<file path="src/rtl/io_reg_bank_pkg.sv">
// Shared definitions for the registered I/O cells: default sizes, init fills,
// filter decision encoding and the counter width helper.
package io_reg_bank_pkg;

  localparam int unsigned DEF_WIDTH        = 8;
  localparam int unsigned DEF_SYNC_STAGES  = 2;
  localparam int unsigned DEF_FILTER_COUNT = 3;

  // Per-bit reset fills; widened to WIDTH by the user of the package.
  localparam logic DEF_OUT_BIT = 1'b0;  // pad driven low
  localparam logic DEF_TRI_BIT = 1'b1;  // pad released (high-Z)
  localparam logic DEF_IN_BIT  = 1'b1;  // inputs assumed pulled up

  // Action taken by a channel's glitch filter on one clock edge.
  typedef enum logic [1:0] {
    FLT_HOLD,    // sample not qualified (inCE low)
    FLT_CLEAR,   // sample matches accepted level
    FLT_COUNT,   // sample differs, count not yet complete
    FLT_ACCEPT   // sample differs and count complete: take new level
  } flt_act_e;

  // Counter width for a filter of n samples, never narrower than one bit.
  function automatic int unsigned cnt_width(input int unsigned n);
    return ($clog2(n) < 1) ? 1 : $clog2(n);
  endfunction

endpackage

</file>
<file path="src/rtl/io_filter_channel.sv">
// One input channel: synchroniser, consecutive-sample glitch filter and
// registered rise/fall detection of the accepted level.
module io_filter_channel
  import io_reg_bank_pkg::*;
#(
  parameter int unsigned SYNC_STAGES  = DEF_SYNC_STAGES,
  parameter int unsigned FILTER_COUNT = DEF_FILTER_COUNT,
  parameter logic        IN_INIT      = DEF_IN_BIT
) (
  input  logic clk,
  input  logic nReset,
  input  logic inCE,
  input  logic padIn,
  output logic dataIn,
  output logic rise,
  output logic fall
);

  localparam int unsigned     CW       = cnt_width(FILTER_COUNT);
  localparam logic [CW-1:0]   CNT_LAST = CW'(FILTER_COUNT - 1);

  logic [SYNC_STAGES-1:0] r_sync;
  logic [CW-1:0]          r_cnt;
  logic                   r_data;
  logic                   r_rise;
  logic                   r_fall;
  logic                   w_s;
  flt_act_e               w_act;

  assign w_s    = r_sync[SYNC_STAGES-1];
  assign dataIn = r_data;
  assign rise   = r_rise;
  assign fall   = r_fall;

  // Synchroniser shift chain, clocked every edge regardless of inCE.
  always_ff @(posedge clk or negedge nReset) begin
    if (!nReset) begin
      r_sync <= {SYNC_STAGES{IN_INIT}};
    end else begin
      r_sync[0] <= padIn;
      for (int unsigned i = 1; i < SYNC_STAGES; i++) begin
        r_sync[i] <= r_sync[i-1];
      end
    end
  end

  // Decide what the filter does with the current synchronised sample.
  always_comb begin
    w_act = FLT_HOLD;
    if (inCE) begin
      if (w_s == r_data) begin
        w_act = FLT_CLEAR;
      end else if (r_cnt == CNT_LAST) begin
        w_act = FLT_ACCEPT;
      end else begin
        w_act = FLT_COUNT;
      end
    end
  end

  // Filter counter, accepted level and single-cycle edge pulses.
  always_ff @(posedge clk or negedge nReset) begin
    if (!nReset) begin
      r_cnt  <= '0;
      r_data <= IN_INIT;
      r_rise <= 1'b0;
      r_fall <= 1'b0;
    end else begin
      r_rise <= 1'b0;
      r_fall <= 1'b0;
      case (w_act)
        FLT_CLEAR: r_cnt <= '0;
        FLT_COUNT: r_cnt <= r_cnt + CW'(1);
        FLT_ACCEPT: begin
          r_cnt  <= '0;
          r_data <= w_s;
          r_rise <= w_s;
          r_fall <= ~w_s;
        end
        default: ;
      endcase
    end
  end

endmodule

</file>
<file path="src/rtl/io_reg_bank.sv">
// Multi-channel registered I/O bank: per-channel write-enabled output and
// tristate registers, plus a filtered, edge-detected input per channel.
module io_reg_bank
  import io_reg_bank_pkg::*;
#(
  parameter int unsigned      WIDTH        = DEF_WIDTH,
  parameter int unsigned      SYNC_STAGES  = DEF_SYNC_STAGES,
  parameter int unsigned      FILTER_COUNT = DEF_FILTER_COUNT,
  parameter logic [WIDTH-1:0] OUT_INIT     = {WIDTH{DEF_OUT_BIT}},
  parameter logic [WIDTH-1:0] TRI_INIT     = {WIDTH{DEF_TRI_BIT}},
  parameter logic [WIDTH-1:0] IN_INIT      = {WIDTH{DEF_IN_BIT}}
) (
  input  logic             clk,
  input  logic             nReset,
  input  logic [WIDTH-1:0] outWE,
  input  logic [WIDTH-1:0] dataOut,
  input  logic [WIDTH-1:0] tristate,
  input  logic             inCE,
  output logic [WIDTH-1:0] padOut,
  output logic [WIDTH-1:0] padTristate,
  input  logic [WIDTH-1:0] padIn,
  output logic [WIDTH-1:0] dataIn,
  output logic [WIDTH-1:0] rise,
  output logic [WIDTH-1:0] fall
);

  logic [WIDTH-1:0] r_out;
  logic [WIDTH-1:0] r_tri;

  assign padOut      = r_out;
  assign padTristate = r_tri;

  // Output data and tristate registers, each bit written only by its strobe.
  always_ff @(posedge clk or negedge nReset) begin
    if (!nReset) begin
      r_out <= OUT_INIT;
      r_tri <= TRI_INIT;
    end else begin
      for (int unsigned i = 0; i < WIDTH; i++) begin
        if (outWE[i]) begin
          r_out[i] <= dataOut[i];
          r_tri[i] <= tristate[i];
        end
      end
    end
  end

  for (genvar g = 0; g < WIDTH; g++) begin : g_in
    io_filter_channel #(
      .SYNC_STAGES  (SYNC_STAGES),
      .FILTER_COUNT (FILTER_COUNT),
      .IN_INIT      (IN_INIT[g])
    ) u_chan (
      .clk    (clk),
      .nReset (nReset),
      .inCE   (inCE),
      .padIn  (padIn[g]),
      .dataIn (dataIn[g]),
      .rise   (rise[g]),
      .fall   (fall[g])
    );
  end

endmodule
</file>
<file path="config.mk">
export PLATFORM = sky130hd
export DESIGN_NAME = io_reg_bank
export DESIGN_NICKNAME = d
export VERILOG_FILES = /design/src/rtl/io_reg_bank_pkg.sv /design/src/rtl/io_filter_channel.sv /design/src/rtl/io_reg_bank.sv
export SDC_FILE = /design/constraint.sdc
export NUM_CORES = 1
export LEC_CHECK = 0
export CAP_MARGIN = 25
export CORE_MARGIN = 5
export CORE_UTILIZATION = 44
export CTS_CLUSTER_SIZE = 40
export DETAILED_ROUTE_END_ITERATION = 8
export HOLD_SLACK_MARGIN = 0.03
export PLACE_DENSITY = 0.76
export SLEW_MARGIN = 15
export SYNTH_ARGS = -nofsm -noshare
export SYNTH_HDL_FRONTEND = slang
export SYNTH_SLANG_ARGS = --single-unit
</file>
<file path="constraint.sdc">
create_clock -name clk -period 1.1 [get_ports clk]
set_input_delay 0.22 -clock clk [delete_from_list [all_inputs] [get_ports clk]]
set_output_delay 0.22 -clock clk [all_outputs]
set_load 0.01 [all_outputs]
</file>
==> results by group <==
Min path
  • Hold Path Cell Cnt: 1
  • Hold EP: g_in[1].u_chan.r_sync[0]
  • Hold path start: padIn[1]
  • Hold Path Class: in2reg

Synthesis
  • Yosys warnings: 0
  • Top_reg_cell synth: dfrtp_1
  • Top-count cell post-synth: dfrtp_1
  • Async SR Flop Fraction: 100%
  • Gate Count Post-Synth: 212
  • Top post-synthesis cells by area: dfrtp_1 34%, dfstp_2 29%, mux2_2 9.2%
  • EDFF count, synth: 0
  • Synth cell types: 15
  • Synth top cells by count: 40 x dfrtp_1, 32 x dfstp_2, 25 x buf_4
  • Sequential-to-total area share from yosys stat: 62.8%
  • Yosys top cell by area: dfrtp_1
  • FF+latch count, synth: 72
  • Mean Syn Cell Area: 13.8 um^2
  • Synthesized net count: 255
  • Syn Std Cell Area: 0.00293 mm^2
  • Post-synth top area share: 34.1%

Clocking
  • Num CTS Buffers: 9
  • CTS root buf: clkbuf_8
  • Clk sinks: 72
  • CTS Buffer Depth: 2
  • CTS tree: done
  • Worst-Skew Late Latency: 330 ps
  • Worst-path clk slew: 70 ps
  • CTS H-tree lvls: 3

Detailed routing
  • Met2 WL: 2560 um
  • Total number of vias: 1816
  • M1 wire length: 2000 um
  • DR top layer: met4
  • Total iterations of the first detailed-routing run: 4
  • DR DRC count: 0
  • Routed len/inst: 13.6 um
  • Via-to-Cell Ratio: 4.80
  • Post-route antenna net violation count: 0
  • Routed WL: 5150 um
  • Met3 wire len: 490 um
  • Drt first-iter violations: 36

Global routing
  • First-pass GRT wire length: 8660 um
  • Initial antenna violation count: 0
  • GRT Util Overall: 12.9%
  • Gr ovfl total: 0
  • Vias in the first global route: 1932
  • Largest net degree at the start of global routing: 73

Power and ir drop
  • Pwr dens: 2220 mW/mm^2
  • Maximum vdd drop: 824 uV
  • Leakage power: 1.84 nW

Floorplanning
  • Standard-cell rows: 29
  • Initial Utilization: 45.7%
  • Core box area: 0.00642 mm^2
  • Die H: 91.7 um
  • # IOs: 75
  • Die ar.: 0.00840 mm^2
  • Die Wd: 91.7 um

Final layout
  • Design area: 0.00410 mm^2
  • Area Overhead vs Synth: 39.7%
  • # diodes: 0
  • Layout fillers: 509
  • Non-filler instance count after layout: 378
  • Nets: 339
  • Final core occ: 63.8%
  • Share of cells above drive strength 1: 55.1%

STA
  • Max_slew headroom: 75.3%
  • Final Setup Violations: 29
  • Fin crit period: 1220 ps
  • Slew @ Worst Pin: 370 ps
  • PnR worst setup slack: -115 ps
  • Fin crit share: 110%
  • Peak Freq: 0.823 GHz
  • Fin Clk Skew: 5.23 ps
  • RSZ-0062 raised after global routing: true
  • Final Hold Vio Count: 0
  • Slew Limit Fails: 0

Placement
  • PortBufs: 74
  • Dpl cells: 349
  • Routability congestion estimate from global placement: 0.658
  • Dpl cell area: 0.00369 mm^2
  • Pre-CTS WS: -408 ps
  • Detailed placer's ending HPWL: 3400 um

Setup path
  • WP data required: 1350 ps
  • Buf/Inv on CP: 1
  • Worst Reg-to-Reg Cells: 4
  • Crit. End Element: flip-flop
  • Worst Path Max Fanout: 2
  • Crit path DAT: 1470 ps
  • R2R setup slack: -120 ps
  • Crit Path Class: reg2reg
  • Reg2reg end: g_in[1].u_chan.r_cnt[1]
  • Critical R2R Launch: g_in[1].u_chan.r_cnt[0]
  • Crit-path cells: inv_2 > ha_4 > or3b_1 > o22ai_1
  • CP max stage cell: dfrtp_1
  • Worst Setup Start Kind: flip-flop
  • Crit path max-delay family: flip-flops
  • Crit-path max cell delay: 400 ps

Run status
  • Failing checks: negative setup slack
  • Status: finished, violations left

Flow run
  • Max_cap viols: 0
[sequential cells by signal, indices dropped and copies added, names as in the netlist]
| register | cells |
|---|---|
| g_in.u_chan.dataIn | 8 |
| g_in.u_chan.fall | 8 |
| g_in.u_chan.r_cnt | 16 |
| g_in.u_chan.r_sync | 16 |
| g_in.u_chan.rise | 8 |
| padOut | 8 |
| padTristate | 8 |
[area by class of cell]
cell class / instances / area (um^2) / area share, %
Multi-Input combinational cell: 96 / 1000 / 24.5
Clock buffer: 13 / 159 / 3.88
Inverter: 16 / 60.1 / 1.46
Sequential cell: 72 / 1840 / 44.9
Tap cell: 77 / 96.3 / 2.35
Clock inverter: 3 / 40.0 / 0.977
Timing Repair Buffer: 101 / 900 / 21.9
[per-stage QoR]
| stage | power [mW] | hold slack (ps) | TNS (ps) |
|---|---|---|---|
| CTS | 8.91 | 267 | -2580 |
| global route | 9.72 | 265 | -3820 |
| detailed placement | 6.27 | 277 | -15260 |
| global placement | 6.12 | 274 | -14150 |
| floorplan | 5.28 | -75.6 | -260 |
| finish | 9.09 | 285 | -2230 |
[metal layers]
metal	GRT usage [%]	up-vias
li1	-	867
met1	14.6	889
met2	21.0	52
met3	6.22	8
met4	5.28	0
met5	0	-
[layout by cell type, fill, tap and decap left out, types with 2 or more instances in the layout]
| cell type | instances |
|---|---|
| dfrtp_1 | 40 |
| dfstp_2 | 32 |
| clkdlybuf4s50_1 | 32 |
| buf_2 | 24 |
| mux2_2 | 22 |
| buf_4 | 22 |
| buf_6 | 18 |
| nor3b_1 | 16 |
| or3b_1 | 13 |
| o22ai_1 | 13 |
| clkbuf_8 | 11 |
| inv_1 | 9 |
| inv_2 | 7 |
| xnor2_1 | 7 |
| ha_4 | 7 |
| nand2_2 | 4 |
| nand2_4 | 4 |
| mux2_4 | 2 |
| clkinv_2 | 2 |
| clkbuf_1 | 2 |
| buf_12 | 2 |
[kinds of logic after synthesis]
family	Yosys count	synth area share, %
flip-flops	72	62.8
buffers and inverters	44	8.96
AND/OR/NAND/NOR	40	9.72
multiplexers	24	9.21
AO/OA/AOI/OAI	16	3.54
XOR/XNOR	8	2.39
adder cells (fa/ha/maj)	8	3.41
[how the worst max path moves through the flow]
stage                                  from                 endpoint  slack [ps]  cells past startpoint
finish              g_in[1].u_chan.r_cnt[0]  g_in[1].u_chan.r_cnt[1]        -120                      4
floorplan           g_in[0].u_chan.r_cnt[0]  g_in[0].u_chan.r_cnt[1]         -40                      4
global placement                       inCE  g_in[4].u_chan.r_cnt[1]        -340                      4
CTS                 g_in[1].u_chan.r_cnt[0]  g_in[1].u_chan.r_cnt[1]        -120                      4
detailed placement                     inCE  g_in[1].u_chan.r_cnt[0]        -410                      4
global route        g_in[7].u_chan.r_cnt[0]  g_in[7].u_chan.r_cnt[1]        -150                      4
[report_power, final]
| group | switching, mW | internal (mW) | leakage (nW) |
|---|---|---|---|
| combinational | 1.29 | 1.98 | 0.872 |
| clock | 0.907 | 1.17 | 0.103 |
| sequential | 0.391 | 3.35 | 0.862 |
| total | 2.59 | 6.51 | 1.84 |
[what timing repair did]
| action | 4_1_cts | 5_1_grt |
|---|---|---|
| buffers inserted | 5 | 6 |
| hold endpoints to repair | 40 | 0 |
| endpoints found under the setup margin | 63 | 48 |
| resized for setup | 204 | 13 |
| gates cloned | 1 | 0 |
| hold buffers | 1 | 0 |
| pin swaps | 11 | 8 |
Note: power is estimated with default switching activity, not from simulation.
